===== config.mk =====
export PLATFORM = sky130hd
export DESIGN_NAME = harris_corner_nms
export DESIGN_NICKNAME = d
export VERILOG_FILES = /design/src/rtl/harris_pkg.sv /design/src/rtl/harris_line_buffer.sv /design/src/rtl/harris_corner_nms.sv
export SDC_FILE = /design/constraint.sdc
export NUM_CORES = 2
export LEC_CHECK = 0
export CAP_MARGIN = 5
export CORE_UTILIZATION = 55
export DETAILED_ROUTE_END_ITERATION = 6
export DONT_BUFFER_PORTS = 1
export PLACE_DENSITY = 0.7
export SYNTH_ARGS = -nofsm -noshare
export SYNTH_HDL_FRONTEND = slang
export SYNTH_SLANG_ARGS = --single-unit

===== constraint.sdc =====
create_clock -name clk -period 15.9 [get_ports clk]
set_clock_uncertainty 0.15 [all_clocks]
set_input_delay 4.77 -clock clk [delete_from_list [all_inputs] [get_ports clk]]
set_output_delay 4.77 -clock clk [all_outputs]
set_load 0.02 [all_outputs]

===== src/rtl/harris_pkg.sv =====
// -----------------------------------------------------------------------------
// harris_pkg
//   Types and constants shared by the Harris corner pipeline: the
//   square-difference stage upstream and the corner NMS stage.
//   The typedefs have the default widths. Blocks that take E_W or image-size
//   parameters build their own widths from those parameters instead.
// -----------------------------------------------------------------------------
package harris_pkg;

   // Default width of the corner response E. It equals the square stage Eout.
   localparam int E_W_DEFAULT = 14;

   // Largest representable E value at the default width.
   localparam logic [E_W_DEFAULT-1:0] E_MAX = {E_W_DEFAULT{1'b1}};

   // Default image geometry and the coordinate width that goes with it.
   localparam int IMG_W_DEFAULT   = 64;
   localparam int IMG_H_DEFAULT   = 64;
   localparam int COORD_W_DEFAULT = $clog2(IMG_W_DEFAULT);

   typedef logic [E_W_DEFAULT-1:0]     e_t;
   typedef logic [COORD_W_DEFAULT-1:0] coord_t;

endpackage : harris_pkg


===== src/rtl/harris_line_buffer.sv =====
// -----------------------------------------------------------------------------
// harris_line_buffer
//   Single-port line RAM, DEPTH words of W bits. The read is combinational.
//   A write lands at the clock edge, so the read in the same cycle returns
//   the old word (read-before-write).
//
// Ports
//   clk    in   rising-edge clock
//   en     in   write enable
//   addr   in   word address (read and write)
//   wdata  in   write data
//   rdata  out  contents of addr before this cycle's write
// -----------------------------------------------------------------------------
module harris_line_buffer #(
   parameter int DEPTH = 64,
   parameter int W     = 14
) (
   input  logic                     clk,
   input  logic                     en,
   input  logic [$clog2(DEPTH)-1:0] addr,
   input  logic [W-1:0]             wdata,
   output logic [W-1:0]             rdata
);

   logic [W-1:0] mem [DEPTH];

   assign rdata = mem[addr];

   // NOTE: the RAM has no reset, so it maps onto block/distributed RAM. The
   // consumer never reads a word that was not written in the current frame.
   always_ff @(posedge clk) begin
      if (en) begin
         mem[addr] <= wdata;
      end
   end

endmodule : harris_line_buffer


===== src/rtl/harris_corner_nms.sv =====
// -----------------------------------------------------------------------------
// harris_corner_nms
//   Receives the Harris corner response E in raster order. It applies a
//   strict threshold and 3x3 non-maximum suppression, then reports one
//   decision for every interior pixel. Two line buffers feed a 3x3 register
//   window. There is no backpressure.
//
// Optional build macro
//   HARRIS_NMS_COUNT_EN : adds corner_count, a saturating count of the
//                         corners in the current frame.
//
// Ports
//   clk           in   rising-edge clock
//   rst           in   synchronous active-high reset
//   e_valid       in   E sample present this cycle
//   e_sof         in   with e_valid: the sample is pixel (0,0)
//   e_in          in   corner response E
//   thresh        in   corner threshold, sampled with each accepted sample
//   c_valid       out  one-cycle decision pulse
//   c_corner      out  decided pixel is a corner (0 when c_valid=0)
//   c_x, c_y      out  coordinates of the decided pixel
//   frame_done    out  pulses with the decision for (IMG_W-2, IMG_H-2)
//   corner_count  out  (macro only) corners in the current frame
// -----------------------------------------------------------------------------
module harris_corner_nms
   import harris_pkg::*;
#(
   parameter int IMG_W = IMG_W_DEFAULT,
   parameter int IMG_H = IMG_H_DEFAULT,
   parameter int E_W   = E_W_DEFAULT
) (
   input  logic                     clk,
   input  logic                     rst,
   input  logic                     e_valid,
   input  logic                     e_sof,
   input  logic [E_W-1:0]           e_in,
   input  logic [E_W-1:0]           thresh,
   output logic                     c_valid,
   output logic                     c_corner,
   output logic [$clog2(IMG_W)-1:0] c_x,
   output logic [$clog2(IMG_H)-1:0] c_y,
   output logic                     frame_done
`ifdef HARRIS_NMS_COUNT_EN
   ,
   output logic [15:0]              corner_count
`endif
);

   localparam int XW = $clog2(IMG_W);
   localparam int YW = $clog2(IMG_H);

   // Raster position of the incoming sample.
   logic [XW-1:0] col_q, col_d, cur_col;
   logic [YW-1:0] row_q, row_d, cur_row;

   // This flag is set by an accepted e_sof and cleared by reset. Before it
   // is set, the counters track nothing meaningful.
   logic synced_q, synced_d;

   // 3x3 window, indexed [row][col]. Row 0 is the oldest line (row-2) and
   // col 2 is the newest column.
   logic [2:0][2:0][E_W-1:0] win_q, win_d;

   logic [E_W-1:0] lb0_rdata, lb1_rdata;

   logic           sof_acc;
   logic           decide;
   logic           corner_hit;

   logic           c_valid_q, c_valid_d;
   logic           c_corner_q, c_corner_d;
   logic [XW-1:0]  c_x_q, c_x_d;
   logic [YW-1:0]  c_y_q, c_y_d;
   logic           frame_done_q, frame_done_d;

   assign sof_acc = e_valid & e_sof;

   // An accepted e_sof puts this sample at (0,0), whatever the counters hold.
   assign cur_col = sof_acc ? '0 : col_q;
   assign cur_row = sof_acc ? '0 : row_q;

   // Columns 0/1 would pair the window with the tail of the previous line.
   // Rows 0/1 would read line-buffer words not yet written in this frame.
   assign decide = e_valid && (synced_q || e_sof) &&
                   (cur_col >= XW'(2)) && (cur_row >= YW'(2));

   // ---------------------------------------------------------------- buffers
   // lb0 holds row-1 and lb1 holds row-2. Both RAMs are read at cur_col
   // before the write, so the row-1 word moves down into lb1 and the new
   // sample replaces it in lb0.
   harris_line_buffer #(
      .DEPTH (IMG_W),
      .W     (E_W)
   ) u_lb0 (
      .clk   (clk),
      .en    (e_valid),
      .addr  (cur_col),
      .wdata (e_in),
      .rdata (lb0_rdata)
   );

   harris_line_buffer #(
      .DEPTH (IMG_W),
      .W     (E_W)
   ) u_lb1 (
      .clk   (clk),
      .en    (e_valid),
      .addr  (cur_col),
      .wdata (lb0_rdata),
      .rdata (lb1_rdata)
   );

   // ------------------------------------------------------------ comparators
   // The window is evaluated before this sample shifts it in. The centre
   // (col-1,row-1) sits in column 2 of the window. The right-hand column
   // comes straight from the line-buffer reads and e_in.
   always_comb begin
      logic [E_W-1:0] ctr;
      logic           earlier_ok;
      logic           later_ok;
      ctr = win_q[1][2];
      // Raster-earlier neighbours (NW, N, NE, W) must lose strictly.
      earlier_ok = (ctr > win_q[0][1]) && (ctr > win_q[0][2]) &&
                   (ctr > lb1_rdata)   && (ctr > win_q[1][1]);
      // Raster-later neighbours (E, SW, S, SE) may tie. A plateau pair then
      // yields exactly one corner: the earlier pixel.
      later_ok   = (ctr >= lb0_rdata)  && (ctr >= win_q[2][1]) &&
                   (ctr >= win_q[2][2]) && (ctr >= e_in);
      corner_hit = (ctr > thresh) && earlier_ok && later_ok;
   end

   // ------------------------------------------------------------ next state
   always_comb begin
      // NOTE: every signal gets a default first, so no path can leave one
      // unassigned and infer a latch.
      col_d        = col_q;
      row_d        = row_q;
      synced_d     = synced_q;
      win_d        = win_q;
      c_valid_d    = 1'b0;
      c_corner_d   = 1'b0;
      c_x_d        = c_x_q;
      c_y_d        = c_y_q;
      frame_done_d = 1'b0;

      if (e_valid) begin
         if (e_sof) begin
            synced_d = 1'b1;
         end

         if (cur_col == XW'(IMG_W - 1)) begin
            col_d = '0;
            row_d = (cur_row == YW'(IMG_H - 1)) ? '0 : cur_row + YW'(1);
         end else begin
            col_d = cur_col + XW'(1);
            row_d = cur_row;
         end

         for (int r = 0; r < 3; r++) begin
            win_d[r][0] = win_q[r][1];
            win_d[r][1] = win_q[r][2];
         end
         win_d[0][2] = lb1_rdata;
         win_d[1][2] = lb0_rdata;
         win_d[2][2] = e_in;

         if (decide) begin
            c_valid_d    = 1'b1;
            c_corner_d   = corner_hit;
            c_x_d        = cur_col - XW'(1);
            c_y_d        = cur_row - YW'(1);
            frame_done_d = (cur_col == XW'(IMG_W - 1)) &&
                           (cur_row == YW'(IMG_H - 1));
         end
      end
   end

   // NOTE: state flops use non-blocking assignments only. Each flop then
   // samples the value from before the edge, whatever order the blocks run in.
   always_ff @(posedge clk) begin
      if (rst) begin
         col_q        <= '0;
         row_q        <= '0;
         synced_q     <= 1'b0;
         win_q        <= '0;
         c_valid_q    <= 1'b0;
         c_corner_q   <= 1'b0;
         c_x_q        <= '0;
         c_y_q        <= '0;
         frame_done_q <= 1'b0;
      end else begin
         col_q        <= col_d;
         row_q        <= row_d;
         synced_q     <= synced_d;
         win_q        <= win_d;
         c_valid_q    <= c_valid_d;
         c_corner_q   <= c_corner_d;
         c_x_q        <= c_x_d;
         c_y_q        <= c_y_d;
         frame_done_q <= frame_done_d;
      end
   end

   assign c_valid    = c_valid_q;
   assign c_corner   = c_corner_q;
   assign c_x        = c_x_q;
   assign c_y        = c_y_q;
   assign frame_done = frame_done_q;

`ifdef HARRIS_NMS_COUNT_EN
   // ---------------------------------------------------------- corner count
   // The count updates on the same edge as c_valid, so it already includes
   // the last decision when frame_done pulses. It then holds until the next
   // accepted e_sof clears it.
   logic [15:0] corner_count_q, corner_count_d;

   always_comb begin
      corner_count_d = corner_count_q;
      if (sof_acc) begin
         corner_count_d = '0;
      end else if (c_valid_d && c_corner_d && (corner_count_q != 16'hFFFF)) begin
         corner_count_d = corner_count_q + 16'd1;
      end
   end

   always_ff @(posedge clk) begin
      if (rst) begin
         corner_count_q <= '0;
      end else begin
         corner_count_q <= corner_count_d;
      end
   end

   assign corner_count = corner_count_q;
`endif

endmodule : harris_corner_nms


==> impl_metrics.sql <==
INSERT INTO impl_metrics (metric_group, metric, value, unit) VALUES
('run_status', 'status', 'finished, violations left', ''),
('run_status', 'violations', 'antenna rules, DRC', ''),
('setup_path', 'setup.reg_to_reg.worst_slack', '8010', 'ps'),
('timing', 'totalNegativeSetupSlack', '0', 'ps'),
('global_route', 'first_global_vias', '44100', ''),
('global_route', 'gr-total-overflow', '0', ''),
('setup_path', 'crit_path_cell_trace', 'and2_4 > nor2_4 > buf_12 > buf_12 > o22ai_1 > a211oi_1 > o2111ai_1 > or4_1 > ha_1 > nand4_1 > nor4_1 > a21oi_1 > o211a_1 > and3_1 > o2111ai_1 > nor4_1', ''),
('cells_and_area', 'layout.cells.most_common_list', 'edfxtp_1, nand2_1, mux2i_1, o22ai_1, mux2_2', ''),
('setup_path', 'critPathTopFamily', 'simple AND/OR/NAND/NOR gates', ''),
('synthesis', 'ys_seq_elements', '1904', ''),
('detailed_routing', 'firstDrtPassIters', '7', ''),
('setup_path', 'timing.critical_path.buf_inv', '2', ''),
('setup_path', 'worstReg2RegEnd', 'c_corner', ''),
('setup_path', 'timing.critical_path.slowest_stage_cell', 'a211oi_1', ''),
('detailed_routing', 'detailroute.via_count', '47000', ''),
('floorplan', 'placementRows', '135', ''),
('timing', 'timing_hold_violations_final', '0', ''),
('hold_path', 'min-delay-path-class', 'reg -> reg', ''),
('cells_and_area', 'layout-drive-gt1-share', '0.146', ''),
('power_and_ir_drop', 'power_per_cell_area', '125', 'nW/um^2'),
('timing', 'slew_viol_final', '0', ''),
('power_and_ir_drop', 'post_layout_power', '10.5', 'mW'),
('setup_path', 'critPathLaunch', 'e_valid', ''),
('setup_path', 'critical_path_cell_count', '16', ''),
('clocking', 'cts_hold_buf', '0', ''),
('synthesis', 'synth_async_sr_flop_share', '0', ''),
('detailed_routing', 'drcViolationCount', '26', ''),
('detailed_routing', 'antenna_violating_nets_post_route', '1', ''),
('synthesis', 'netlist_instances', '4772', ''),
('setup_path', 'crit_path_max_fanout', '108', ''),
('floorplan', 'num_io_pins', '47', ''),
('clocking', 'clkTransAtPathRegs', '60', 'ps'),
('timing', 'finalWorstSetupSlack', '6040', 'ps'),
('setup_path', 'critical_path.reg2reg.startpoint', 'col_q[0]', ''),
('global_route', 'grt_max_degree', '113', ''),
('cells_and_area', 'flow.area_growth_from_synthesis', '11.2', '%'),
('timing', 'layout_worst_path_cycle_share', '0.620', ''),
('clocking', 'post_cts.resized_instances', '0', ''),
('detailed_routing', 'routed_wire_length_per_instance', '35.4', 'um'),
('clocking', 'cts_sinks', '1904', ''),
('synthesis', 'yosysWarnings', '0', ''),
('detailed_routing', 'route.detailed.vias_per_inst', '6.93', ''),
('place', 'dpl-instance-area', '78500', 'sq um'),
('setup_path', 'critPathMaxStageDelay', '1130', 'ps'),
('timing', 'worst-slew-pin-transition', '1430', 'ps'),
('floorplan', 'die-area', '139000', 'sq um'),
('flow_run', 'timing.max_cap.violations', '0', ''),
('timing', 'final-setup-viol-count', '0', ''),
('cells_and_area', 'number_of_inserted_filler_cells_in_the_final_layout', '9728', ''),
('global_route', 'grt_pass1_wl', '334000', 'um'),
('setup_path', 'cp_data_required_time', '16400', 'ps'),
('synthesis', 'synth.lib_cells_used.distinct', '84', ''),
('floorplan', 'die_x', '373', 'um'),
('cells_and_area', 'register_area', '56100', 'sq um'),
('synthesis', 'synthesis.area_per_instance', '15.9', 'sq um'),
('synthesis', 'synth-edff-count', '1792', ''),
('synthesis', 'dominantRegCellSynth', 'edfxtp_1', ''),
('clocking', 'cts.path.max_buffers', '3', ''),
('global_route', 'global_route.usage.total', '0.341', ''),
('clocking', 'numCtsBuffers', '185', ''),
('place', 'gp_congestion', '0.946', ''),
('setup_path', 'critical_path_startpoint_category', 'input port', ''),
('timing', 'min_period', '9860', 'ps'),
('synthesis', 'syn_area', '75800', 'sq um'),
('synthesis', 'post_syn_nets', '4936', ''),
('clocking', 'clock_tree_root_buffer_cell', 'clkbuf_16', ''),
('clocking', 'insertion_delay', '830', 'ps'),
('cells_and_area', 'final_std_cell_area_no_fill', '84300', 'sq um'),
('hold_path', 'worst_hold_depth', '2', ''),
('cells_and_area', 'layout_commonest_cell', 'edfxtp_1', ''),
('setup_path', 'reg2regPathDepth', '17', '');
how the worst min path moves through the flow:
stage,from,end,slack [ps]
4_1_cts,synced_q,synced_q,330
3_5_place_dp,synced_q,synced_q,320
5_1_grt,win_q[102],win_q[102],370
6_report,synced_q,synced_q,330
3_3_place_gp,synced_q,synced_q,300
2_1_floorplan,synced_q,synced_q,280
synth_stat cells (7+ instances only):
library cell  instances  share of area
edfxtp_1           1792           0.71
nand2_1             351          0.017
mux2i_1             334          0.044
o22ai_1             227          0.019
nor2_1              200         0.0099
mux2_2              188          0.028
ha_1                132          0.022
nand3_1             124         0.0082
buf_2               121         0.0080
inv_1               121         0.0060
dfxtp_1             112          0.030
a21oi_1              95         0.0063
a211oi_1             93         0.0092
a22oi_1              82         0.0081
clkbuf_1             73         0.0036
a31oi_1              61         0.0050
o21ai_0              57         0.0038
o22a_1               53         0.0061
buf_4                46         0.0046
nand4_1              37         0.0031
o221ai_1             37         0.0043
a21o_1               36         0.0036
and3_1               36         0.0030
nor3_1               34         0.0022
o31ai_1              27         0.0027
buf_1                23         0.0011
nor4_1               19         0.0016
a2bb2oi_1            18         0.0021
o2bb2ai_1            17         0.0020
nor2b_1              15         0.0012
a2111oi_0            14         0.0016
o2111ai_1            14         0.0016
or4_1                14         0.0014
buf_6                12         0.0018
a221oi_1             11         0.0013
o211ai_1             11         0.0011
a22o_1               10         0.0012
nand2b_1             10        0.00083
a211o_1               9         0.0010
a222oi_1              7        0.00092
or3_1                 7        0.00058
worst min-delay path: stages, from the launching register on:
cell and delay [ps]:
dfxtp_1 330, nor2_1 50, nor2_1 70
power breakdown:
part | switching [mW] | internal (mW) | leakage, nW
sequential | 0.0276 | 5.57 | 17.0
combinational | 0.471 | 0.203 | 7.71
clock | 1.87 | 2.37 | 2.82
total | 2.37 | 8.14 | 27.5
metal layers:
| metal | vias to the layer above | GRT usage | wire length (um) |
|---|---|---|---|
| li1 | 19000 | - | - |
| met1 | 23500 | 0.467 | 86100 |
| met2 | 3830 | 0.493 | 103000 |
| met3 | 659 | 0.103 | 36200 |
| met4 | 18 | 0.177 | 14700 |
| met5 | - | 0 | 228 |
metrics by stage:
step                      utilization  hold slack (ps)  std cells
after floorplan                     -              285       4772
after global placement          0.576              297       6434
after detailed placement        0.576              316       6434
after CTS                       0.619              330       6779
after global routing            0.619              365       6780
final                           0.619              332       6786
area by class of cell:
type	instances	area share
clock inverter	105	0.0111
tap	1781	0.0264
sequential	1904	0.665
timing repair buffer	157	0.0150
clock buffer	240	0.0578
antenna	7	0.000208
inverter	123	0.00554
multi-input combinational	2469	0.219
registers in the layout, indices dropped and copies added, names as in the netlist:
register / count
frame_done: 1
row_q: 6
c_valid: 1
col_q: 6
c_y: 6
u_lb1.mem: 896
c_corner: 1
synced_q: 1
c_x: 6
u_lb0.mem: 896
win_q: 84
cells by family after synthesis:
logic type	count (synthesis)	synth area share
AO/OA/AOI/OAI	929	0.0870
XOR/XNOR	6	0.000693
adder cells (fa/ha/maj)	132	0.0218
buffers and inverters	399	0.0252
flip-flops	1904	0.739
multiplexers	528	0.0738
AND/OR/NAND/NOR	874	0.0522
(Power assumes the default switching activity.)
